File: src/rtl/regfile_scoreboard_if.sv
// Bus bundle for regfile_scoreboard: read ports, write port, reservation/flush
// controls and the observability outputs.
interface regfile_scoreboard_if #(
    parameter int XLEN     = 32,
    parameter int NREGS    = 32,
    parameter int NRD      = 2,
    parameter int MIRROR_N = 8
);
    localparam int AW = $clog2(NREGS);
    localparam int CW = $clog2(NREGS + 1);

    logic [NRD*AW-1:0]        RA;
    logic [NRD-1:0]           RE;
    logic [NRD*XLEN-1:0]      RD;
    logic [NRD-1:0]           RBUSY;
    logic [AW-1:0]            WA;
    logic [XLEN-1:0]          WD;
    logic                     WE;
    logic [AW-1:0]            RSV_A;
    logic                     RSV_EN;
    logic                     FLUSH;
    logic [CW-1:0]            PEND_CNT;
    logic [MIRROR_N*XLEN-1:0] MIRROR;

    modport master (
        output RA, RE, WA, WD, WE, RSV_A, RSV_EN, FLUSH,
        input  RD, RBUSY, PEND_CNT, MIRROR
    );

    modport slave (
        input  RA, RE, WA, WD, WE, RSV_A, RSV_EN, FLUSH,
        output RD, RBUSY, PEND_CNT, MIRROR
    );
endinterface

File: src/rtl/regfile_scoreboard.sv
// Multi-read-port register file with registered reads, write bypass, optional
// hardwired-zero register and a per-register pending-write scoreboard.
module regfile_scoreboard #(
    parameter int XLEN     = 32,
    parameter int NREGS    = 32,
    parameter int NRD      = 2,
    parameter int ZERO_REG = 1,
    parameter int MIRROR_N = 8
) (
    input  logic                 RST,
    input  logic                 CLK_DC,
    regfile_scoreboard_if.slave  bus
);
    localparam int          AW = $clog2(NREGS);
    localparam int          CW = $clog2(NREGS + 1);
    localparam int unsigned NR = NREGS;
    localparam int unsigned NP = NRD;
    localparam int unsigned NM = MIRROR_N;

    if (NREGS < 2) begin : g_chk_nregs
        $error("NREGS must be at least 2");
    end
    if (NRD < 1 || NRD > 4) begin : g_chk_nrd
        $error("NRD must be in 1..4");
    end
    if (MIRROR_N < 1 || MIRROR_N > NREGS) begin : g_chk_mirror
        $error("MIRROR_N must be in 1..NREGS");
    end

    logic [XLEN-1:0]     regs [NREGS];
    logic [NREGS-1:0]    pend_q;
    logic [NREGS-1:0]    pend_d;
    logic [NRD*XLEN-1:0] rd_q;
    logic [NRD*XLEN-1:0] rd_d;
    logic [NRD-1:0]      rbusy_q;
    logic [NRD-1:0]      rbusy_d;
    logic [CW-1:0]       pend_cnt;
    logic [MIRROR_N*XLEN-1:0] mirror;
    logic                wr_eff;
    logic                rsv_eff;

    // Address names a real, writable register (in range and not the zero reg).
    function automatic logic addr_ok(input logic [AW-1:0] a);
        return (32'(a) < NR) && !((ZERO_REG != 0) && (a == '0));
    endfunction

    assign wr_eff  = bus.WE && addr_ok(bus.WA);
    assign rsv_eff = bus.RSV_EN && addr_ok(bus.RSV_A);

    always_ff @(posedge CLK_DC or negedge RST) begin
        if (!RST) begin
            for (int unsigned r = 0; r < NR; r++) begin
                regs[r] <= '0;
            end
        end else if (wr_eff) begin
            regs[bus.WA] <= bus.WD;
        end
    end

    // Reads see the same-cycle write (bypass) but never a same-cycle reserve.
    always_comb begin
        logic [AW-1:0] ra;
        rd_d    = rd_q;
        rbusy_d = rbusy_q;
        ra      = '0;
        for (int unsigned i = 0; i < NP; i++) begin
            ra = bus.RA[i*AW +: AW];
            if (bus.RE[i]) begin
                if (!addr_ok(ra)) begin
                    rd_d[i*XLEN +: XLEN] = '0;
                    rbusy_d[i]           = 1'b0;
                end else if (wr_eff && (bus.WA == ra)) begin
                    rd_d[i*XLEN +: XLEN] = bus.WD;
                    rbusy_d[i]           = 1'b0;
                end else begin
                    rd_d[i*XLEN +: XLEN] = regs[ra];
                    rbusy_d[i]           = pend_q[ra];
                end
            end
        end
    end

    always_ff @(posedge CLK_DC or negedge RST) begin
        if (!RST) begin
            rd_q    <= '0;
            rbusy_q <= '0;
        end else begin
            rd_q    <= rd_d;
            rbusy_q <= rbusy_d;
        end
    end

    // Ordering: write clears, then reserve sets (so reserve wins), then flush wipes.
    always_comb begin
        pend_d = pend_q;
        if (wr_eff) begin
            pend_d[bus.WA] = 1'b0;
        end
        if (rsv_eff) begin
            pend_d[bus.RSV_A] = 1'b1;
        end
        if (bus.FLUSH) begin
            pend_d = '0;
        end
    end

    always_ff @(posedge CLK_DC or negedge RST) begin
        if (!RST) begin
            pend_q <= '0;
        end else begin
            pend_q <= pend_d;
        end
    end

    always_comb begin
        pend_cnt = '0;
        for (int unsigned r = 0; r < NR; r++) begin
            pend_cnt = pend_cnt + CW'(pend_q[r]);
        end
    end

    always_comb begin
        mirror = '0;
        for (int unsigned k = 0; k < NM; k++) begin
            mirror[(NM-1-k)*XLEN +: XLEN] = regs[NR-NM+k];
        end
    end

    assign bus.RD       = rd_q;
    assign bus.RBUSY    = rbusy_q;
    assign bus.PEND_CNT = pend_cnt;
    assign bus.MIRROR   = mirror;
endmodule

File: src/flat_wrapper.sv
// flat-port wrapper written by rule: the top's interface ports become plain ports
module regfile_scoreboard_flat 
#(
    parameter int XLEN     = 32,
    parameter int NREGS    = 32,
    parameter int NRD      = 2,
    parameter int ZERO_REG = 1,
    parameter int MIRROR_N = 8
)
  (RST, CLK_DC, bus_RA, bus_RE, bus_WA, bus_WD, bus_WE, bus_RSV_A, bus_RSV_EN, bus_FLUSH, bus_RD, bus_RBUSY, bus_PEND_CNT, bus_MIRROR);
  regfile_scoreboard_if #(.XLEN(XLEN), .NREGS(NREGS), .NRD(NRD), .MIRROR_N(MIRROR_N)) bus_i ();
  input  logic RST;
  input  logic CLK_DC;
  input wire logic [$bits(bus_i.RA)-1:0] bus_RA;
  input wire logic [$bits(bus_i.RE)-1:0] bus_RE;
  input wire logic [$bits(bus_i.WA)-1:0] bus_WA;
  input wire logic [$bits(bus_i.WD)-1:0] bus_WD;
  input wire logic [$bits(bus_i.WE)-1:0] bus_WE;
  input wire logic [$bits(bus_i.RSV_A)-1:0] bus_RSV_A;
  input wire logic [$bits(bus_i.RSV_EN)-1:0] bus_RSV_EN;
  input wire logic [$bits(bus_i.FLUSH)-1:0] bus_FLUSH;
  output wire logic [$bits(bus_i.RD)-1:0] bus_RD;
  output wire logic [$bits(bus_i.RBUSY)-1:0] bus_RBUSY;
  output wire logic [$bits(bus_i.PEND_CNT)-1:0] bus_PEND_CNT;
  output wire logic [$bits(bus_i.MIRROR)-1:0] bus_MIRROR;
  assign bus_i.RA = bus_RA;
  assign bus_i.RE = bus_RE;
  assign bus_i.WA = bus_WA;
  assign bus_i.WD = bus_WD;
  assign bus_i.WE = bus_WE;
  assign bus_i.RSV_A = bus_RSV_A;
  assign bus_i.RSV_EN = bus_RSV_EN;
  assign bus_i.FLUSH = bus_FLUSH;
  assign bus_RD = bus_i.RD;
  assign bus_RBUSY = bus_i.RBUSY;
  assign bus_PEND_CNT = bus_i.PEND_CNT;
  assign bus_MIRROR = bus_i.MIRROR;
  regfile_scoreboard #(.XLEN(XLEN), .NREGS(NREGS), .NRD(NRD), .ZERO_REG(ZERO_REG), .MIRROR_N(MIRROR_N)) u_core (.RST(RST), .CLK_DC(CLK_DC), .bus(bus_i));
endmodule
File: config.mk
export PLATFORM = sky130hd
export DESIGN_NAME = regfile_scoreboard_flat
export DESIGN_NICKNAME = d
export VERILOG_FILES = /design/src/rtl/regfile_scoreboard_if.sv /design/src/rtl/regfile_scoreboard.sv /design/src/flat_wrapper.sv
export SDC_FILE = /design/constraint.sdc
export NUM_CORES = 2
export LEC_CHECK = 0
export CELL_PAD_IN_SITES_DETAIL_PLACEMENT = 0
export CELL_PAD_IN_SITES_GLOBAL_PLACEMENT = 1
export CORE_MARGIN = 8
export CORE_UTILIZATION = 45
export CTS_CLUSTER_DIAMETER = 50
export DETAILED_ROUTE_END_ITERATION = 16
export PLACE_DENSITY_LB_ADDON = 0.08
export SLEW_MARGIN = 10
export SYNTH_ARGS = -nofsm -noshare
export SYNTH_HDL_FRONTEND = slang
export SYNTH_SLANG_ARGS = --single-unit
File: constraint.sdc
create_clock -name CLK_DC -period 8 [get_ports CLK_DC]
set_input_delay 1.6 -clock CLK_DC [delete_from_list [all_inputs] [get_ports CLK_DC]]
set_output_delay 1.6 -clock CLK_DC [all_outputs]
set_load 0.02 [all_outputs]
# Word level (Yosys, flattened, before mapping)
# Index checks and enable logic that the tools add are counted.
dict set report totals {
  out_inout_bits 328
  input_bits 59
  regBits 1122
  wordCells 127
}
dict set report classes {
  n_lt_le_gt_ge 10
  add_sub_neg 31
  muxes 28
  bitwise 6
  eq_ne 2
  n_reduce_logical 13
}
# cell n
set ops {}
lappend ops {{$bwmux 1024} 1}
lappend ops {{$mux 32} 12}
lappend ops {{$bmux 32 s5} 2}
lappend ops {{$add 6x1->6} 30}
lappend ops {{$demux 32 s5} 1}
lappend ops {{$and 32x32->32} 1}
lappend ops {{$not 32->32} 1}
lappend ops {{$or 32x32->32} 1}
lappend ops {{$lt 5x6->1 const B} 4}
lappend ops {{$logic_not 5->1} 4}
lappend ops {{$ge 6x6->1 const B} 3}
lappend ops {{$not 5->6} 3}
lappend ops {{$bmux 1 s5} 2}
lappend ops {{$demux 1 s5} 2}
lappend ops {{$eq 5x5->1} 2}
lappend ops {{$ge 5x1->1 const B} 2}
lappend ops {{$mux 1} 8}
lappend ops {{$logic_and 1x1->1} 7}
lappend ops {{$lt 6x1->1 const B} 1}
lappend ops {{$add 1x1->2} 1}
lappend ops {{$logic_not 1->1} 2}

# Depth between registers and ports, before layout
dict set report logic_depth {
  ltp_word 31
  mapped_depth 17
}

# Least setup slack after synthesis
# OpenSTA, ideal clock, no wires.
dict set report synth_path {
  kind {register to output}
  start {register u_core.pend_q[0]}
  end {output port bus_PEND_CNT[4]}
  stages_incl_launch_ff 15
  slack_ps 1473
  arrival_ps 4927
  path_buffers 0
  path_cell_list {dfrtp_1 -> ha_1 -> inv_1 -> fa_1 -> fa_1 -> fa_1 -> fa_1 -> fa_1 -> fa_1 -> inv_1 -> fa_1 -> fa_1 -> a21o_1 -> a21oi_1 -> xnor2_1}
}
dict set report synth_via {
  elab_chain_cells 31
}
# element line_no
set synth_rtl {}
lappend synth_rtl {{from (decl)} regfile_scoreboard.sv:31} ;# logic [NREGS-1:0] pend_q;
lappend synth_rtl {{from (signal assigned)} regfile_scoreboard.sv:111} ;# pend_q <= pend_d;
lappend synth_rtl {{$add 1x1->2} regfile_scoreboard.sv:118} ;# pend_cnt = pend_cnt + CW'(pend_q[r]);
lappend synth_rtl {{$add 6x1->6 (30 in series)} regfile_scoreboard.sv:118}
lappend synth_rtl {{to (decl)} flat_wrapper.sv:24} ;# output wire logic [$bits(bus_i.PEND_CNT)-1:0] bus_PEND_CNT;
# Every way passes these cells.

# Worst setup path in the final report
dict set report layout_path {
  start {register u_core.pend_q[18]}
  end {output port bus_PEND_CNT[4]}
}
dict set report layout_via {
  elab_chain_cells 14
}
# element line_no
set layout_rtl {}
lappend layout_rtl {{$add 6x1->6 (14 in series)} regfile_scoreboard.sv:118}
# Every way passes these cells.

==> out/qor.yml <==
status: "finished clean"
yosysMostFrequentCell: "dfrtp_1"
dp_hpwl_mm: 130
clockRootBuffer: "clkbuf_16"
fin_ws_ns: 0.288
coreArea_um2: 137000
power.density_nw_per_um2: 268
maxSlewHeadroom_pct: 21.4
overflow: 0
cts_sinks: 1122
grt_pass1_wl_mm: 316
die_area_um2: 150000
htreeDepth: 4
wl_per_cell_um: 34.9
drive_gt1_share_pct: 38.6
crit_required_ns: 6.40
synth_top_cell_by_area: "dfrtp_1"
synth_cell_types: 61
cap_violations: 0
vdd_ir_drop_max_mv: 0.192
final-seq-area_um2: 28100
hold_class: "flip-flop to flip-flop"
drcViolationCount: 0
start_util_pct: 45.2
end_kind: "output pin"
area_growth_pct: 14.3
crit_chain: "fa_1, inv_1, fa_1, inv_1, fa_1, inv_1, fa_1, fa_1, fa_1, inv_1, fa_1, fa_1, a21o_1, a21oi_1, xnor2_1, clkbuf_2"
holdWs_ns: 0.392
ys_ff_latch: 1122
p_sw_uw: 5480
synth_edf_count: 0
crit_top_cell: "fa_1"
seqPwrFrac_pct: 40.1
worstPathMaxFanout: 4
setup_violations: 0
fin_nets: 4416
cts_setup_buffers: 0
ioPinCount: 387
finalNonFillerCells: 6250
rows: 136
seq_area_frac_synth_pct: 45.3
syn_inst: 4370
fmax_mhz: 130
clock_latency_ns: 0.78
die_y_um: 387
place.gp.congestion: 0.834
leakage_uw: 0.0304
tritoncts: "done"
antenna_found_initial: 14
cts_buffer_depth: 3
first_iter_violations: 3279
multiInputGateArea_um2: 30100
syn-num-nets: 4461
synthArstFlopShare_pct: 100
io_buffers: 386
fin_worst_skew_ns: 0.0225
numCtsBuffers: 152
hold_viol: 0
die_w_um: 387
postCtsHoldBufs: 0
place_ws_ns: 0.664
synthTopCellsByArea: "dfrtp_1, mux4_2, mux2_2"
avgViaCountPerCell: 6.41
rsz0062_at_grt: "false"
vias: 40100
clkPwrFrac_pct: 37.4
p_sw_share_pct: 28.9
grt_pass1_vias: 41400
critPathBufInv: 5
syn_area_um2: 62000
synth_top_area_share_pct: 45.3
yosysWarnings: 0
synth_top_flop_cell: "dfrtp_1"
tightestPinTransition_ns: 1.17
drt_pass1_iterations: 5
grt_start_max_net_pins: 153
criticalPathCategory: "flip-flop to output pin"
ys_top_cells_by_count: "dfrtp_1, mux2_2, mux4_2"
p_int_uw: 13500
min_period_ns: 7.71
worstPathArrival_ns: 6.11
combPwrFrac_pct: 22.5
critical-path-max-stage-delay_ns: 0.57
slowest_stage: "fa_1"
syn_avg_cell_area_um2: 14.2
cp-start-kind: "flip-flop"
finish.utilization_pct: 51.7
crit_family: "adder cells"
timing.final.crit_share_pct: 96.4
clk_pin_slew_ns: 0.06
wl_mm: 218
drv_slew: 0
final_antenna_net_count: 0
fill_cells: 11700
tns_ns: 0
grt_usage_pct: 28.6
dp_cells: 5965
what timing repair did:
item / in CTS / in global routing
pin swaps: 0 / 0
resized for setup: 1 / 5
cloned: 0 / 0
setup endpoints to repair: 1 / 4
worst register-to-register path, cell delays in order, from the launching register on:
cell and delay, ns:
dfrtp_1 0.40, mux2i_1 0.12, a221oi_1 0.69, a21oi_1 0.17, nor3_1 0.59, a2111o_1 0.20
layer usage:
metal  routed length [um]  track usage, %  vias up
li1                     -               -    16200
met1                93800            40.1    22000
met2               102000            45.0     1468
met3                14400            5.38      350
met4                 7970            9.87        0
met5                    0               0        -
area by class of cell:
class	instances	area share (%)
flip-flops and latches	1122	39.6
clock inverters	67	1.23
repair buffers	510	7.02
multi-input cells	2486	42.5
diodes	7	0.0247
clock buffers	211	6.21
well taps	1794	3.16
inverters	53	0.291
registers in the layout (all words and copies together) (netlist names):
name	cells
u_core.bus.RBUSY	2
u_core.regs	768
u_core.bus.RD	64
u_core.pend_q	32
u_core.bus.MIRROR	256
layout by cell type (no fill, tap or decap), types with 81 or more instances in the layout:
cell type and instances:
clkbuf_16 159, a21oi_1 81, mux2_1 208, clkdlybuf4s50_1 371
dfrtp_1 1122, a221oi_1 84, mux2_2 792, mux2i_1 207
buf_4 111, mux4_2 494
logic make-up after synthesis:
kind of cell	Yosys count	share of synthesized area [%]
buffers and inverters	762	6.58
multiplexers	1701	39.4
adder cells (fa/ha/maj)	32	0.936
flip-flops	1122	45.3
AND/OR/NAND/NOR	403	3.55
AO/OA/AOI/OAI	337	4.08
XOR/XNOR	13	0.184
worst paths after layout:
check / from / to / slack, ns / cells past startpoint
setup / recovery: u_core.pend_q[18]$_DFF_PN0_ / bus_PEND_CNT[4] / 0.29 / 16
max in group asynchronous: RST / u_core.bus.MIRROR[238]$_DFFE_PN0P_ / 5.49 / 3
setup reg to reg: u_core.bus.MIRROR[69]$_DFFE_PN0P_ / u_core.bus.RD[37]$_DFFE_PN0P_ / 5.77 / 5
hold reg to reg: u_core.regs[999]$_DFFE_PN0P_ / u_core.regs[999]$_DFFE_PN0P_ / 0.39 / 0
min in group asynchronous: RST / u_core.bus.MIRROR[26]$_DFFE_PN0P_ / 0.86 / 1
hold / removal: u_core.regs[999]$_DFFE_PN0P_ / u_core.regs[999]$_DFFE_PN0P_ / 0.39 / 0
per-stage QoR:
stage | power (uW) | area [um2]
after floorplan | 10500 | 62000
after global placement | 11900 | 65600
after detailed placement | 12000 | 65600
after CTS | 19200 | 70900
after global routing | 19800 | 70900
final | 19000 | 70900
power by group through the flow:
stage	registers [uW]	logic [uW]	clock network, uW
final	7620	4270	7110
after CTS	7600	4320	7240
after detailed placement	7690	4300	0
after global placement	7640	4260	0
after global routing	7760	4540	7490
after floorplan	7420	3120	0
(Power assumes the default switching activity.)
